<file path="config.mk">
export PLATFORM = sky130hd
export DESIGN_NAME = tns_dec_seq_flat
export DESIGN_NICKNAME = d
export VERILOG_FILES = /design/src/rtl/tns_dec_seq_pkg.sv /design/src/rtl/tns_dec_seq_if.sv /design/src/rtl/tns_weight_step.sv /design/src/rtl/tns_dec_seq.sv /design/src/flat_wrapper.sv
export SDC_FILE = /design/constraint.sdc
export NUM_CORES = 1
export LEC_CHECK = 0
export CORE_UTILIZATION = 61
export DETAILED_ROUTE_END_ITERATION = 16
export PLACE_DENSITY = 0.79
export SYNTH_ARGS = -nofsm -noshare
export SYNTH_HDL_FRONTEND = slang
export SYNTH_SLANG_ARGS = --single-unit
</file>
<file path="constraint.sdc">
create_clock -name clk -period 22.8 [get_ports clk]
set_clock_uncertainty 0.05 [all_clocks]
set_input_delay 4.56 -clock clk [delete_from_list [all_inputs] [get_ports clk]]
set_output_delay 4.56 -clock clk [all_outputs]
set_load 0.05 [all_outputs]
</file>
<file path="src/rtl/tns_dec_seq_pkg.sv">
// Shared definitions for the tribonacci-numeral decoder: defaults for the
// 19-digit CAC link, FSM state encoding, digit-weight and beat-count helpers.
package tns_dec_seq_pkg;

    localparam int CODE_W_DEF = 19;
    localparam int DATA_W_DEF = 18;
    localparam int DPC_DEF    = 4;

    typedef enum logic [1:0] {
        ST_IDLE  = 2'd0,
        ST_ACCUM = 2'd1,
        ST_DONE  = 2'd2
    } tns_state_e;

    // Weight of digit n: T(0)=1, T(1)=2, T(2)=4, T(n)=T(n-1)+T(n-2)+T(n-3).
    function automatic longint tns_weight(input int n);
        longint a;
        longint b;
        longint c;
        longint t;
        a = 64'sd1;
        b = 64'sd2;
        c = 64'sd4;
        for (int i = 0; i < n; i++) begin
            t = a + b + c;
            a = b;
            b = c;
            c = t;
        end
        return a;
    endfunction

    // Clock beats needed to consume code_w digits at dpc digits per beat.
    function automatic int tns_nbeats(input int code_w, input int dpc);
        if (dpc < 1) begin
            return 1;
        end else begin
            return (code_w + dpc - 1) / dpc;
        end
    endfunction

endpackage

</file>
<file path="src/rtl/tns_dec_seq_if.sv">
// Codeword-in / value-out handshake bundle of the TNS decoder.
// master = codeword source / result sink, slave = decoder.
interface tns_dec_seq_if #(
    parameter int CODE_W = tns_dec_seq_pkg::CODE_W_DEF,
    parameter int DATA_W = tns_dec_seq_pkg::DATA_W_DEF
) ();
    logic              in_valid;
    logic              in_ready;
    logic [CODE_W-1:0] codein;
    logic              out_valid;
    logic              out_ready;
    logic [DATA_W-1:0] dataout;
    logic              ovf;

    modport master (
        output in_valid, codein, out_ready,
        input  in_ready, out_valid, dataout, ovf
    );

    modport slave (
        input  in_valid, codein, out_ready,
        output in_ready, out_valid, dataout, ovf
    );
endinterface

</file>
<file path="src/rtl/tns_weight_step.sv">
// One link of the weight recurrence: returns the weight of the current digit
// and advances the (wa,wb,wc) window by one digit position.
module tns_weight_step #(
    parameter int W = 19
) (
    input  logic [W-1:0] wa_i,
    input  logic [W-1:0] wb_i,
    input  logic [W-1:0] wc_i,
    output logic [W-1:0] w_use_o,
    output logic [W-1:0] wa_o,
    output logic [W-1:0] wb_o,
    output logic [W-1:0] wc_o
);
    // Slide the three-term window forward; wa is the weight of this digit.
    always_comb begin
        w_use_o = wa_i;
        wa_o    = wb_i;
        wb_o    = wc_i;
        wc_o    = wa_i + wb_i + wc_i;
    end
endmodule

</file>
<file path="src/rtl/tns_dec_seq.sv">
// Multi-cycle tribonacci-numeral decoder. Consumes DPC digits per clock,
// LSB first, generating digit weights on the fly with a chain of recurrence
// steps. Results are held in DONE until the sink accepts them.
module tns_dec_seq
    import tns_dec_seq_pkg::*;
#(
    parameter int CODE_W = CODE_W_DEF,
    parameter int DATA_W = DATA_W_DEF,
    parameter int DPC    = DPC_DEF
) (
    input  logic          clk,
    input  logic          rst_n,
    tns_dec_seq_if.slave  bus
);
    localparam int NBEATS = tns_nbeats(CODE_W, DPC);
    localparam int BEAT_W = (NBEATS > 1) ? $clog2(NBEATS) : 1;
    localparam int AW     = DATA_W + 1;
    localparam logic [BEAT_W-1:0] LAST_BEAT = BEAT_W'(NBEATS - 1);

    if (CODE_W < 3 || DPC < 1 || DPC > CODE_W) begin : g_bad_params
        $error("tns_dec_seq: illegal CODE_W/DPC combination");
    end

    tns_state_e         state_q,     state_d;
    logic [CODE_W-1:0]  code_q,      code_d;
    logic [CODE_W-1:0]  mask_q,      mask_d;
    logic [AW-1:0]      acc_q,       acc_d;
    logic [AW-1:0]      wa_q,        wa_d;
    logic [AW-1:0]      wb_q,        wb_d;
    logic [AW-1:0]      wc_q,        wc_d;
    logic [BEAT_W-1:0]  beat_q,      beat_d;
    logic               ovf_run_q,   ovf_run_d;
    logic               in_ready_q,  in_ready_d;
    logic               out_valid_q, out_valid_d;
    logic [DATA_W-1:0]  dataout_q,   dataout_d;
    logic               ovf_q,       ovf_d;

    // Unrolled per-beat datapath: weight window and running sum per digit.
    logic [AW-1:0] wa_c  [DPC+1];
    logic [AW-1:0] wb_c  [DPC+1];
    logic [AW-1:0] wc_c  [DPC+1];
    logic [AW-1:0] acc_c [DPC+1];
    logic [AW-1:0] w_use_c [DPC];
    logic [DPC-1:0] ovf_c;

    assign wa_c[0]  = wa_q;
    assign wb_c[0]  = wb_q;
    assign wc_c[0]  = wc_q;
    assign acc_c[0] = acc_q;

    // mask_q marks digit positions that exist in the codeword, so digits past
    // CODE_W on a partial last beat neither add nor raise overflow.
    for (genvar g = 0; g < DPC; g++) begin : g_chain
        tns_weight_step #(.W(AW)) u_step (
            .wa_i    (wa_c[g]),
            .wb_i    (wb_c[g]),
            .wc_i    (wc_c[g]),
            .w_use_o (w_use_c[g]),
            .wa_o    (wa_c[g+1]),
            .wb_o    (wb_c[g+1]),
            .wc_o    (wc_c[g+1])
        );
        assign acc_c[g+1] = acc_c[g] + ((code_q[g] && mask_q[g]) ? w_use_c[g] : '0);
        assign ovf_c[g]   = mask_q[g] && (w_use_c[g][DATA_W] || acc_c[g+1][DATA_W]);
    end

    // Next-state and next-output logic for the IDLE/ACCUM/DONE sequencer.
    always_comb begin
        state_d     = state_q;
        code_d      = code_q;
        mask_d      = mask_q;
        acc_d       = acc_q;
        wa_d        = wa_q;
        wb_d        = wb_q;
        wc_d        = wc_q;
        beat_d      = beat_q;
        ovf_run_d   = ovf_run_q;
        out_valid_d = out_valid_q;
        dataout_d   = dataout_q;
        ovf_d       = ovf_q;
        case (state_q)
            ST_IDLE: begin
                if (bus.in_valid && in_ready_q) begin
                    code_d    = bus.codein;
                    mask_d    = {CODE_W{1'b1}};
                    acc_d     = '0;
                    wa_d      = AW'(1);
                    wb_d      = AW'(2);
                    wc_d      = AW'(4);
                    beat_d    = '0;
                    ovf_run_d = 1'b0;
                    state_d   = ST_ACCUM;
                end else begin
                    state_d   = ST_IDLE;
                end
            end
            ST_ACCUM: begin
                code_d    = code_q >> DPC;
                mask_d    = mask_q >> DPC;
                acc_d     = acc_c[DPC];
                wa_d      = wa_c[DPC];
                wb_d      = wb_c[DPC];
                wc_d      = wc_c[DPC];
                ovf_run_d = ovf_run_q | (|ovf_c);
                if (beat_q == LAST_BEAT) begin
                    dataout_d   = acc_c[DPC][DATA_W-1:0];
                    ovf_d       = ovf_run_q | (|ovf_c);
                    out_valid_d = 1'b1;
                    state_d     = ST_DONE;
                end else begin
                    beat_d      = beat_q + BEAT_W'(1);
                end
            end
            ST_DONE: begin
                if (bus.out_ready) begin
                    out_valid_d = 1'b0;
                    state_d     = ST_IDLE;
                end else begin
                    state_d     = ST_DONE;
                end
            end
            default: begin
                out_valid_d = 1'b0;
                state_d     = ST_IDLE;
            end
        endcase
        in_ready_d = (state_d == ST_IDLE);
    end

    // State and registered outputs; reset abandons any codeword in flight.
    always_ff @(posedge clk or negedge rst_n) begin
        if (!rst_n) begin
            state_q     <= ST_IDLE;
            code_q      <= '0;
            mask_q      <= '0;
            acc_q       <= '0;
            wa_q        <= '0;
            wb_q        <= '0;
            wc_q        <= '0;
            beat_q      <= '0;
            ovf_run_q   <= 1'b0;
            in_ready_q  <= 1'b0;
            out_valid_q <= 1'b0;
            dataout_q   <= '0;
            ovf_q       <= 1'b0;
        end else begin
            state_q     <= state_d;
            code_q      <= code_d;
            mask_q      <= mask_d;
            acc_q       <= acc_d;
            wa_q        <= wa_d;
            wb_q        <= wb_d;
            wc_q        <= wc_d;
            beat_q      <= beat_d;
            ovf_run_q   <= ovf_run_d;
            in_ready_q  <= in_ready_d;
            out_valid_q <= out_valid_d;
            dataout_q   <= dataout_d;
            ovf_q       <= ovf_d;
        end
    end

    assign bus.in_ready  = in_ready_q;
    assign bus.out_valid = out_valid_q;
    assign bus.dataout   = dataout_q;
    assign bus.ovf       = ovf_q;

endmodule

</file>
<file path="src/flat_wrapper.sv">
// flat-port wrapper written by rule: the top's interface ports become plain ports
module tns_dec_seq_flat import tns_dec_seq_pkg::*;
#(
    parameter int CODE_W = CODE_W_DEF,
    parameter int DATA_W = DATA_W_DEF,
    parameter int DPC    = DPC_DEF
)
  (clk, rst_n, bus_in_valid, bus_codein, bus_out_ready, bus_in_ready, bus_out_valid, bus_dataout, bus_ovf);
  tns_dec_seq_if #(.CODE_W(CODE_W), .DATA_W(DATA_W)) bus_i ();
  input  logic clk;
  input  logic rst_n;
  input wire logic [$bits(bus_i.in_valid)-1:0] bus_in_valid;
  input wire logic [$bits(bus_i.codein)-1:0] bus_codein;
  input wire logic [$bits(bus_i.out_ready)-1:0] bus_out_ready;
  output wire logic [$bits(bus_i.in_ready)-1:0] bus_in_ready;
  output wire logic [$bits(bus_i.out_valid)-1:0] bus_out_valid;
  output wire logic [$bits(bus_i.dataout)-1:0] bus_dataout;
  output wire logic [$bits(bus_i.ovf)-1:0] bus_ovf;
  assign bus_i.in_valid = bus_in_valid;
  assign bus_i.codein = bus_codein;
  assign bus_i.out_ready = bus_out_ready;
  assign bus_in_ready = bus_i.in_ready;
  assign bus_out_valid = bus_i.out_valid;
  assign bus_dataout = bus_i.dataout;
  assign bus_ovf = bus_i.ovf;
  tns_dec_seq #(.CODE_W(CODE_W), .DATA_W(DATA_W), .DPC(DPC)) u_core (.clk(clk), .rst_n(rst_n), .bus(bus_i));
endmodule
</file>
# Word level (Yosys, flattened, before mapping)
# Cells that the tools add are included.
[word_totals]
regBits = 141
inputBits = 23
[op_classes]
bitwise_logic = 2
eq_ne = 7
n_mux = 28
add_sub_neg = 13
n_reduce_logical = 21
[ops]
columns = ["op", "n"]
rows = [
  ["$add A19 B19 Y19", 12],
  ["$pmux W19 S2", 6],
  ["$mux W19", 10],
  ["$logic_and A1 B1 Y1", 9],
  ["$mux W3", 2],
  ["$pmux W2 S3", 1],
  ["$pmux W3 S2", 1],
  ["$reduce_and A3 Y1", 2],
  ["$logic_not A2 Y1", 2],
  ["$logic_or A1 B1 Y1", 4],
  ["$mux W1", 4],
  ["$mux W2", 2],
  ["$ne A2 B1 Y1 const B", 2],
  ["$ne A2 B2 Y1 const B", 2],
  ["$reduce_and A2 Y1", 2],
  ["$reduce_or A4 Y1", 1],
  ["$add A3 B1 Y3 const B", 1],
  ["$eq A3 B3 Y1 const B", 1],
  ["$pmux W1 S3", 1],
  ["$eq A2 B1 Y1 const B", 1],
  ["$eq A2 B2 Y1 const B", 1],
  ["$pmux W1 S2", 1],
  ["$reduce_bool A2 Y1", 1],
  ["$not A1 Y1", 1],
  ["$or A1 B1 Y1", 1],
]

# Longest topological paths before layout
[logic_depth]
ltp_word = 11
mapped_depth = 44
mapped_depth_nobuf = 44

# Cells and area by module
# Synthesis repeated with hierarchy kept, for this count alone.
[hier_totals]
hier_cells = 1862
hier_area_um2 = 15587.4
[modules_own_cells]
columns = ["module", "area_each_um2", "instances", "cells_per_inst"]
rows = [
  ["tns_dec_seq", 8617.0, 1, 1031],
  ["tns_weight_step at u_core.g_chain[0].u_step ...", 1755.4, 3, 211],
  ["tns_weight_step at u_core.g_chain[3].u_step", 1704.1, 1, 198],
]

# Worst setup path before layout
# OpenSTA, ideal clock, no wires.
[synth_path]
path_type = "register -> register"
start = "register u_core.wc_q[1]"
end = "register u_core.wc_q[18]"
t_arrival_ns = 8.288
t_required_ns = 22.621
n_path_buf = 0
stages_incl_launch_ff = 42
setup_time_ns = 0.129
slack_ns = 14.333
cell_sequence = "dfrtp_1 > inv_1 > fa_1 > inv_1 > ha_1 > inv_1 > fa_1 > xor2_1 > fa_1 > inv_1 > ha_1 > a21o_1 > a21oi_1 > o21bai_1 > a21o_1 > a21oi_1 > inv_1 > a21oi_1 > (+6 left out) > o31ai_1 > o41ai_1 > o21ba_2 > nor2b_1 > nor2_1 > xor2_1 > fa_1 > inv_1 > ha_1 > a21o_1 > a21o_1 > nand2_1 > nand2_1 > a211o_1 > a21oi_1 > xor2_1 > xnor2_1 > o21ai_1"
[synth_between]
elab_chain_cells = 5
[synth_lines]
columns = ["item", "line", "text"]
rows = [
  ["start, declared", "tns_dec_seq.sv:30", "logic [AW-1:0] wc_q, wc_d;"],
  ["start signal, assigned", "tns_dec_seq.sv:153", "wc_q <= wc_d;"],
  ["$add A19 B19 Y19 (3 in a row)", "tns_weight_step.sv:19", "wc_o = wa_i + wb_i + wc_i;"],
  ["$add A19 B19 Y19 *", "tns_weight_step.sv:19", ""],
  ["$pmux W19 S2 *", "tns_dec_seq.sv:81", "case (state_q)"],
]
# Every way passes the cells marked *; elsewhere a longest branch is shown, timed or not.
# A chain may end at the register's enable or synchronous reset.

# Worst setup path after layout
# Same ends and word-level chain as after synthesis.

==> flow_metrics.tcl <==
set metrics [dict create \
    outcome "finished, final reports clean" \
    crit_family "adder cells" \
    fin_crit_sh_pct 41.9 \
    fin_cells 1879 \
    cp-start-kind "flip-flop" \
    synth_nets 1817 \
    dp_hpwl_mm 25.6 \
    min_path_type "reg -> reg" \
    crit_fanout 5 \
    grt_use_total_pct 31.4 \
    drive_gt1_share_pct 5.05 \
    post_cts_buffers 0 \
    crit_path_end_kind "flip-flop" \
    wl_per_cell_um 17.9 \
    finalInstanceArea_sq_um 14600 \
    tritoncts "done" \
    syn_area_per_cell_sq_um 8.57 \
    antenna_found_initial 0 \
    drc_errors 0 \
    rr_worst_depth 41 \
    dpl.cell_count 1847 \
    ctsResizeCount 0 \
    num_vias 11400 \
    yosysSeqAreaShare_pct 23.6 \
    cts_buffers 17 \
    synth.distinct_cells 75 \
    synthToLayoutAreaGrowth_pct 8.96 \
    critPathMaxStageDelay_ps 600 \
    numPortBuffers 43 \
    synth_async_sr_flop_share_pct 100 \
    whs_path_depth 2 \
    grt_remaining_overflow 0 \
    initial_core_util_pct 63.1 \
    setup_viol 0 \
    worstSkewPairLatency_ps 430 \
    core_area_sq_um 21300 \
    path_buf_inv 7 \
    r2r_start "u_core.wc_q[1]" \
    num-nets-final 1839 \
    cts_max_path_buffers 2 \
    pin_count 44 \
    clockRootBuffer "clkbuf_16" \
    crit_arrival_ps 9780 \
    worst_pin_slew_ps 1200 \
    use_met3_pct 4.82 \
    min_to "u_core.bus.dataout[15]" \
    ctsHoldBuffers 0 \
    grt_pass1_vias 11200 \
    die_h_um 150 \
    slew_headroom_pct 19.8 \
    dieWidth_um 150 \
    dieArea_sq_um 22600 \
    routed_wl_mm 33.6 \
    syn_inst 1569 \
    grt_pass1_wl_mm 55.2 \
    synth_flop_cell "dfrtp_1" \
    grt_start_max_net_pins 89 \
    max_freq_mhz 105 \
    r2r-end "u_core.wc_q[18]" \
    clkSlewWorstSetupHoldPaths_ps 60 \
    fin_crit_ps 9550 \
    worstSetupPathType "reg -> reg" \
    num_antenna_cells 0 \
    cts_max_level 4 \
    reg2reg_setup_slack_ps 13250 \
    hp-start "u_core.bus.dataout[15]" \
    met2_usage_pct 50.7 \
    vias_per_cell 6.04 \
    synth-edff-count 0 \
    place_area_sq_um 14100 \
    synth_warnings 0 \
    drt_pass1_iterations 5 \
    drtIter0Drc 786 \
    cts.sinks 127 \
    met1_usage_pct 44.0 \
    num_rows 53 \
    rsz0062_at_grt "no" \
    slowest_stage "o41ai_1" \
    grt_busiest_layer "met2" \
    antenna_left 0 \
    maxCapViolations 0 \
    fin_tns_setup_ps 0 \
    worstPathRequired_ps 23040 \
    finalWeightedCongestion 0.875 \
    ys_seq_elements 127 \
    hold_viol_final 0 \
    synth_area_sq_um 13400 \
    crit_path_frequent_cell "inv_1" \
    slew_violations 0 \
]
## metal layers
metal	share of wire (%)	wire (um)
met5	0	0
met4	1.4	473
met3	6.1	2050
met2	46	15500
met1	46	15600
## cells in the mapped netlist, drive strengths merged, types with 6 or more instances
cell | count | area (sq um)
o41ai | 7 | 103
a31oi | 23 | 144
and3 | 61 | 382
nor2b | 13 | 81.3
a21o | 32 | 240
o31ai | 9 | 86.3
o21bai | 16 | 120
a21boi | 6 | 45.0
clkbuf | 40 | 150
nor2 | 96 | 360
a211o | 7 | 61.3
xor2 | 51 | 447
inv | 193 | 724
o211ai | 7 | 52.6
xnor2 | 75 | 657
buf | 9 | 33.8
nand3 | 83 | 415
nand2b | 11 | 68.8
dfrtp | 127 | 3180
fa | 81 | 1620
nand2 | 120 | 450
ha | 144 | 1800
nor3 | 35 | 175
o21a | 19 | 150
a21oi | 71 | 355
or2 | 11 | 68.8
or3 | 7 | 43.8
o21ai | 134 | 671
## layout by cell type (no fill, tap or decap), drive strengths merged, types with 13 or more instances in the layout
cell type | Yosys | final
fa | 81 | 81
o21ai | 134 | 134
a31oi | 23 | 23
o21a | 19 | 19
dfrtp | 127 | 127
inv | 193 | 194
ha | 144 | 144
nand3 | 83 | 83
a21o | 32 | 32
nor2 | 96 | 96
clkdlybuf4s50 | 0 | 42
o21bai | 16 | 16
nand2 | 120 | 120
xor2 | 51 | 51
nor3 | 35 | 35
and3 | 61 | 61
a21oi | 71 | 71
nor2b | 13 | 13
xnor2 | 75 | 75
clkbuf | 40 | 19
## cells by family (layout without fill, tap and decap cells)
family,count (synthesis),after routing,share of synthesized area [%]
compound gates,385,385,19.0
fa+ha+maj,225,225,25.5
xor+xnor,127,127,8.39
simple gates,460,460,16.5
flops,127,127,23.6
mux,3,3,0.242
buf+inv,242,277,6.76
## flip-flops by register name, summed over array words and instances, names as in the netlist
register	cells
u_core.acc_q	19
u_core.code_q	19
u_core.ovf_run_q	1
u_core.bus.dataout	18
u_core.wa_q	19
u_core.state_q	2
u_core.bus.out_valid	1
u_core.wb_q	19
u_core.wc_q	19
u_core.mask_q	5
u_core.bus.ovf	1
u_core.beat_q	3
u_core.bus.in_ready	1
## area by class of cell
type / instances / area [sq um]
clock inverter: 13 / 93.8
inverter: 193 / 724
timing repair buffer: 52 / 499
tap: 275 / 344
sequential: 127 / 3180
multi-input combinational: 1200 / 9370
clock buffer: 19 / 433
fill: 1674 / 6640
## metrics by stage
| step | setup slack [ps] | hold slack (ps) | util (%) |
|---|---|---|---|
| after floorplan | 14330 | 406 | - |
| after global placement | 13860 | 411 | 66.3 |
| after detailed placement | 13440 | 419 | 66.3 |
| after CTS | 13370 | 433 | 68.8 |
| after global routing | 12570 | 446 | 68.8 |
| final | 13250 | 427 | 68.8 |
## worst max-delay path by stage
stage                   startpoint  depth (start not counted)  slack, ps              end
floorplan           u_core.wc_q[1]                         41      14330  u_core.wc_q[18]
CTS                 u_core.wc_q[1]                         41      13370  u_core.wc_q[18]
detailed placement  u_core.wc_q[1]                         41      13440  u_core.wc_q[18]
global route        u_core.wc_q[1]                         41      12570  u_core.wc_q[18]
global placement    u_core.wc_q[1]                         41      13860  u_core.wc_q[18]
finish              u_core.wc_q[1]                         41      13250  u_core.wc_q[18]
## worst min-delay path: cells and delay by family (launching register included)
| kind | cells | cell delay, ps |
|---|---|---|
| flops | 1 | 340 |
| compound gates | 1 | 60 |
| simple gates | 1 | 40 |
Power is not shown: default switching activity piles up to over one toggle a cycle in this logic, so the estimate is an artifact.
==> RTL change 1: new RTL, same settings <==
The 3 states of `tns_state_e` get a one-hot encoding in 3 bits.
--- a/src/rtl/tns_dec_seq_pkg.sv
+++ b/src/rtl/tns_dec_seq_pkg.sv
@@ -8,6 +8,6 @@
 
-    typedef enum logic [1:0] {
-        ST_IDLE  = 2'd0,
-        ST_ACCUM = 2'd1,
-        ST_DONE  = 2'd2
+    typedef enum logic [2:0] {
+        ST_IDLE  = 3'b001,
+        ST_ACCUM = 3'b010,
+        ST_DONE  = 3'b100
     } tns_state_e;
Behaviour: same outputs for any inputs over 4 cycles, from zero or initial values and one cycle with rst_n low; so few cycles prove little.
==> RTL change 1 against the original RTL <==
Wire length down 1.1%. Fmax up 3.3%. Setup slack improved by 0.31 ns. Area after synthesis grew 0.65%. Sequential cell count is 1 higher. Cell area grew 1.2%. Non-clock buffer count down 2. Die area up 0.64%. Critical path type unchanged.
Power is left out: the tool's default activity adds up to more than one toggle a clock period on the data nets, which glitch-free logic cannot reach.
==> RTL change 1: results (changes against the original RTL) <==
----------------------------------------------------
[Route]
  Routed wirelength normalized by instance count ... 17.20 µm (-4.0%)
  Total iterations of the first detailed-routing run ... 5 (unchanged)
  Detailed Route Iter0 Violations ... 627 (-20%)
  Via count ... 11,531 (+1.6%)

[Yosys]
  List of most frequent post-synthesis cells ... inv_1 (190), nand2_1 (153), ha_1 (144), dfrtp_1 (127), nor2_1 (119)
  Cell variety after synth ... 71 (-5.3%)
  Post-synthesis compound-gate area fraction ... 18.15% (-0.83 points)
  Xor-xnor portion of the synthesized cell area ... 8.362% (-0.027 points)
  Most area-consuming cells after synthesis ... dfrtp_1 (23%), ha_1 (13%), fa_1 (12%)
  Share of cell area taken by muxes after synthesis ... 0.07400% (-0.17 points)
  Syn Nets ... 1,867 (+2.8%)
  Area share of fa/ha/maj cells after synthesis ... 25.31% (-0.16 points)
  Sequential share of the synthesized area ... 23.69% (+0.041 points)
  Number of warnings reported in the yosys synthesis log ... 0 (unchanged)
  Share of synthesized registers carrying an async set or reset ... 100.0% (unchanged)

[Min path]
  Min-delay src ... u_core.bus.dataout[10]
  End point of the worst hold path ... u_core.bus.dataout[10]

[Critical path]
  Biggest cell delay along the critical path ... 0.54 ns (-0.06 ns)
  Family with the most delay on the worst path ... adder cells
  Max stage delay cell, worst path ... fa_1
  Data arrival time of the worst path ... 9.55 ns (-0.23 ns)
  Maximum fanout encountered on the critical timing path ... 5 (unchanged)
  Depth of the worst register-to-register path ... 39 (-4.9%)

[Cells and area]
  Filler cells ... 1,782 (+6.5%)
  Post-layout net count ... 1,890 (+2.8%)
  Share of final-layout standard cells stronger than drive strength 1 ... 3.505% (-1.5 points)

[GRT]
  Met2 global-route usage ... 51.24% (+0.55 points)
  Global routing usage on met1 ... 43.93% (-0.11 points)
  Wire length of the first global-routing pass ... 55,560 µm (+0.57%)
  Maximum number of pins on one net before global-route repair ... 72 (-19%)
  Antenna violations before repair ... 0 (unchanged)
  Global Route met3 Usage ... 4.849% (+0.031 points)
  Global-route usage over all layers ... 31.38% (-0.033 points)

[STA]
  Worst Tran Pin Value ... 1.138 ns (-0.06308 ns)
  Time the final worst path needs with I/O delays and setup ... 9.238 ns (-0.3070 ns)
  Hold slack final ... 0.4198 ns (-0.007222 ns)

[Placement]
  Post-Place Setup Slack ... 13.63 ns (+0.1887 ns)
  Area after DPL ... 14,210 µm² (+0.66%)
  Routability Congestion ... 0.9258 (+5.8%)
  Detailed placer's ending HPWL ... 25,480 µm (-0.56%)

[Status]
  Status ... completed

[Clock tree]
  Clk_lat worst skew ... around 0.44 ns

----------------------------------------------------
[RTL change 1: kinds of logic after synthesis]
group | after synthesis
flip-flops | 128
AND/OR/NAND/NOR | 511
AO/OA/AOI/OAI | 393
multiplexers | 1
XOR/XNOR | 125
buffers and inverters | 236
adder cells (fa/ha/maj) | 225
[RTL change 1: per-stage QoR]
stage          utilization, %  cells
4_1_cts                 68.10   1935
6_report                68.10   1935
5_1_grt                 68.10   1935
3_5_place_dp            65.31   1903
3_3_place_gp            65.31   1903
2_1_floorplan               -   1619
[RTL change 1: layer usage]
metal,part of all wire [%],wire (µm)
met3,6.9,2301
met2,46,15370
met5,0,0
met1,46,15180
met4,1.3,421
[RTL change 1: cell type report]
| class | count | share of cell area (%) |
|---|---|---|
| tap | 280 | 2.365 |
| sequential | 128 | 21.63 |
| timing repair buffer | 50 | 3.268 |
| inverter | 190 | 4.814 |
| clock buffer | 20 | 3.015 |
| clock inverter | 12 | 1.081 |
| multi-input combinational | 1255 | 63.83 |
==> RTL change 2: new RTL, same flow settings <==
Without the edit above. Change the package constant `DATA_W_DEF` from 18 to 9.
--- a/src/rtl/tns_dec_seq_pkg.sv
+++ b/src/rtl/tns_dec_seq_pkg.sv
@@ -5,3 +5,3 @@
     localparam int CODE_W_DEF = 19;
-    localparam int DATA_W_DEF = 18;
+    localparam int DATA_W_DEF = 9;
     localparam int DPC_DEF    = 4;
Ports: changed (resized bus_dataout); port bits go from 44 to 35. The function was not compared with the original's and may differ.
==> RTL change 2 against the original RTL <==
First-iteration DRC count down 61%. Setup slack better by 2.3 ns. Critical endpoint is now u_core.wc_q[9]. Final cell count down 51%. Wire length down 52%. Sequential cell count down 45. Highest routed layer unchanged. Area after synthesis down 47%. Sequential share of layout area up 4.1 points. Cell area down 46%.
Power is left out: the tool's default activity adds up to more than one toggle a clock period on the data nets, which glitch-free logic cannot reach.
==> RTL change 2: results (changes against the original RTL) <==
----------------------------------------------------
[GRT]
  Maximum number of pins on one net before global-route repair ... 83 (-6.7%)
  Wire length of the first global-routing pass ... 26,320 µm (-52%)
  Global-route usage over all layers ... 29.08% (-2.3 points)
  Via count of the first global-routing pass ... 5,533 (-51%)

[Critical path]
  Data arrival time of the worst path ... 7.43 ns (-2.35 ns)
  Maximum fanout encountered on the critical timing path ... 4 (-1)

[Route]
  Vias/cell ... 5.982 (-0.98%)
  Total iterations of the first detailed-routing run ... 4 (-1)
  Detailed Route WL ... 16,050 µm (-52%)
  Detailed Route Iter0 Violations ... 304 (-61%)

[Yosys]
  Number of warnings reported in the yosys synthesis log ... 0 (unchanged)
  List of most frequent post-synthesis cells ... dfrtp_1 (82), inv_1 (82), ha_1 (74), nand2_1 (61), xnor2_1 (47)
  Sequential share of the synthesized area ... 28.73% (+5.1 points)
  Cell variety after synth ... 50 (-33%)
  Syn Nets ... 888 (-51%)
  Most area-consuming cells after synthesis ... dfrtp_1 (29%), ha_1 (13%), fa_1 (13%)
  Synthesis-stage register bit count ... 82 (-35%)

[Clock tree]
  # resized after CTS ... 0 (unchanged)
  Number of H-tree branching levels ... 3 (-1)
  TritonCTS Buffers ... 9 (-8)
  Clk_lat worst skew ... 0.35 ns (-0.08 ns)

[STA]
  Worst Tran Pin Value ... 1.086 ns (-0.1150 ns)

[Cells and area]
  Filler cells ... 887 (-47%)
  Share of final-layout standard cells stronger than drive strength 1 ... 4.253% (-0.80 points)
  Post-layout net count ... 913 (-50%)

[Placement]
  Routability Congestion ... 0.8781 (+0.39%)
  Post-Place Setup Slack ... 15.55 ns (+2.112 ns)
  Detailed placer's ending HPWL ... 11,960 µm (-53%)
  Number of port buffers ... 34 (-21%)

[Status]
  Status ... completed

----------------------------------------------------
==> RTL change 2: layout make-up <==
type | instances | area [µm²] | area share [%]
timing repair buffer | 38 | 367.9 | 4.634
inverter | 82 | 307.8 | 3.877
multi-input combinational | 558 | 4706 | 59.28
clock buffer | 9 | 225.2 | 2.837
tap | 143 | 178.9 | 2.254
sequential | 82 | 2052 | 25.85
clock inverter | 7 | 101.3 | 1.277
==> RTL change 2: cells by family (layout without fill, tap and decap cells) <==
logic type | after synthesis | in the layout | share of synthesized area, %
flops | 82 | 82 | 28.73
fa+ha+maj | 119 | 119 | 25.57
simple gates | 169 | 169 | 11.21
xor+xnor | 69 | 69 | 9.056
mux | 19 | 19 | 2.732
compound gates | 182 | 182 | 17.13
buf+inv | 106 | 136 | 5.570
==> RTL change 2: layer usage <==
metal / vias to the layer above / share of wire [%] / global-route usage (%) / wire [µm]
li1: 2622 / - / - / -
met1: 2720 / 42 / 34.66 / 6743
met2: 124 / 52 / 52.23 / 8274
met3: 31 / 3.6 / 3.586 / 584
met4: 0 / 2.8 / 13.53 / 450
met5: - / 0 / 0 / 0
==> RTL change 2: critical path, stage by stage (launching register included) <==
cell	delay (ns)
dfrtp_1	0.42
inv_1	0.10
fa_1	0.48
inv_1	0.05
ha_1	0.22
fa_1	0.66
inv_1	0.11
fa_1	0.60
inv_1	0.06
ha_1	0.28
a21o_1	0.18
a21oi_1	0.23
xnor2_1	0.27
fa_1	0.50
ha_1	0.34
a21oi_1	0.23
nor2b_1	0.09
o21a_1	0.19
nor2_1	0.12
xnor2_1	0.18
fa_1	0.46
ha_1	0.35
or3_1	0.36
o21ai_0	0.08
a21oi_1	0.07
xnor2_1	0.21
xnor2_1	0.13
o21ai_0	0.09
==> RTL change 2: worst paths after layout <==
check / start / endpoint / slack (ns) / cells after the start
max in group asynchronous: rst_n / u_core.state_q[1] / 17.64 / 1
min reg2reg: u_core.bus.dataout[0] / u_core.bus.dataout[0] / 0.43 / 2
max: u_core.wc_q[1] / u_core.wc_q[9] / 15.51 / 27
min in group asynchronous: rst_n / u_core.wc_q[2] / 4.33 / 1
min: u_core.bus.dataout[0] / u_core.bus.dataout[0] / 0.43 / 2
max reg2reg: u_core.wc_q[1] / u_core.wc_q[9] / 15.51 / 27
==> RTL change 2: per-stage QoR <==
stage,cell area [µm²],hold slack (ns),util [%],cells
after floorplan,7143,0.3996,-,746
after global placement,7612,0.4104,66.67,903
after detailed placement,7612,0.4177,66.67,903
after CTS,7939,0.4343,69.53,919
after global routing,7939,0.4536,69.53,919
final,7939,0.4281,69.53,919
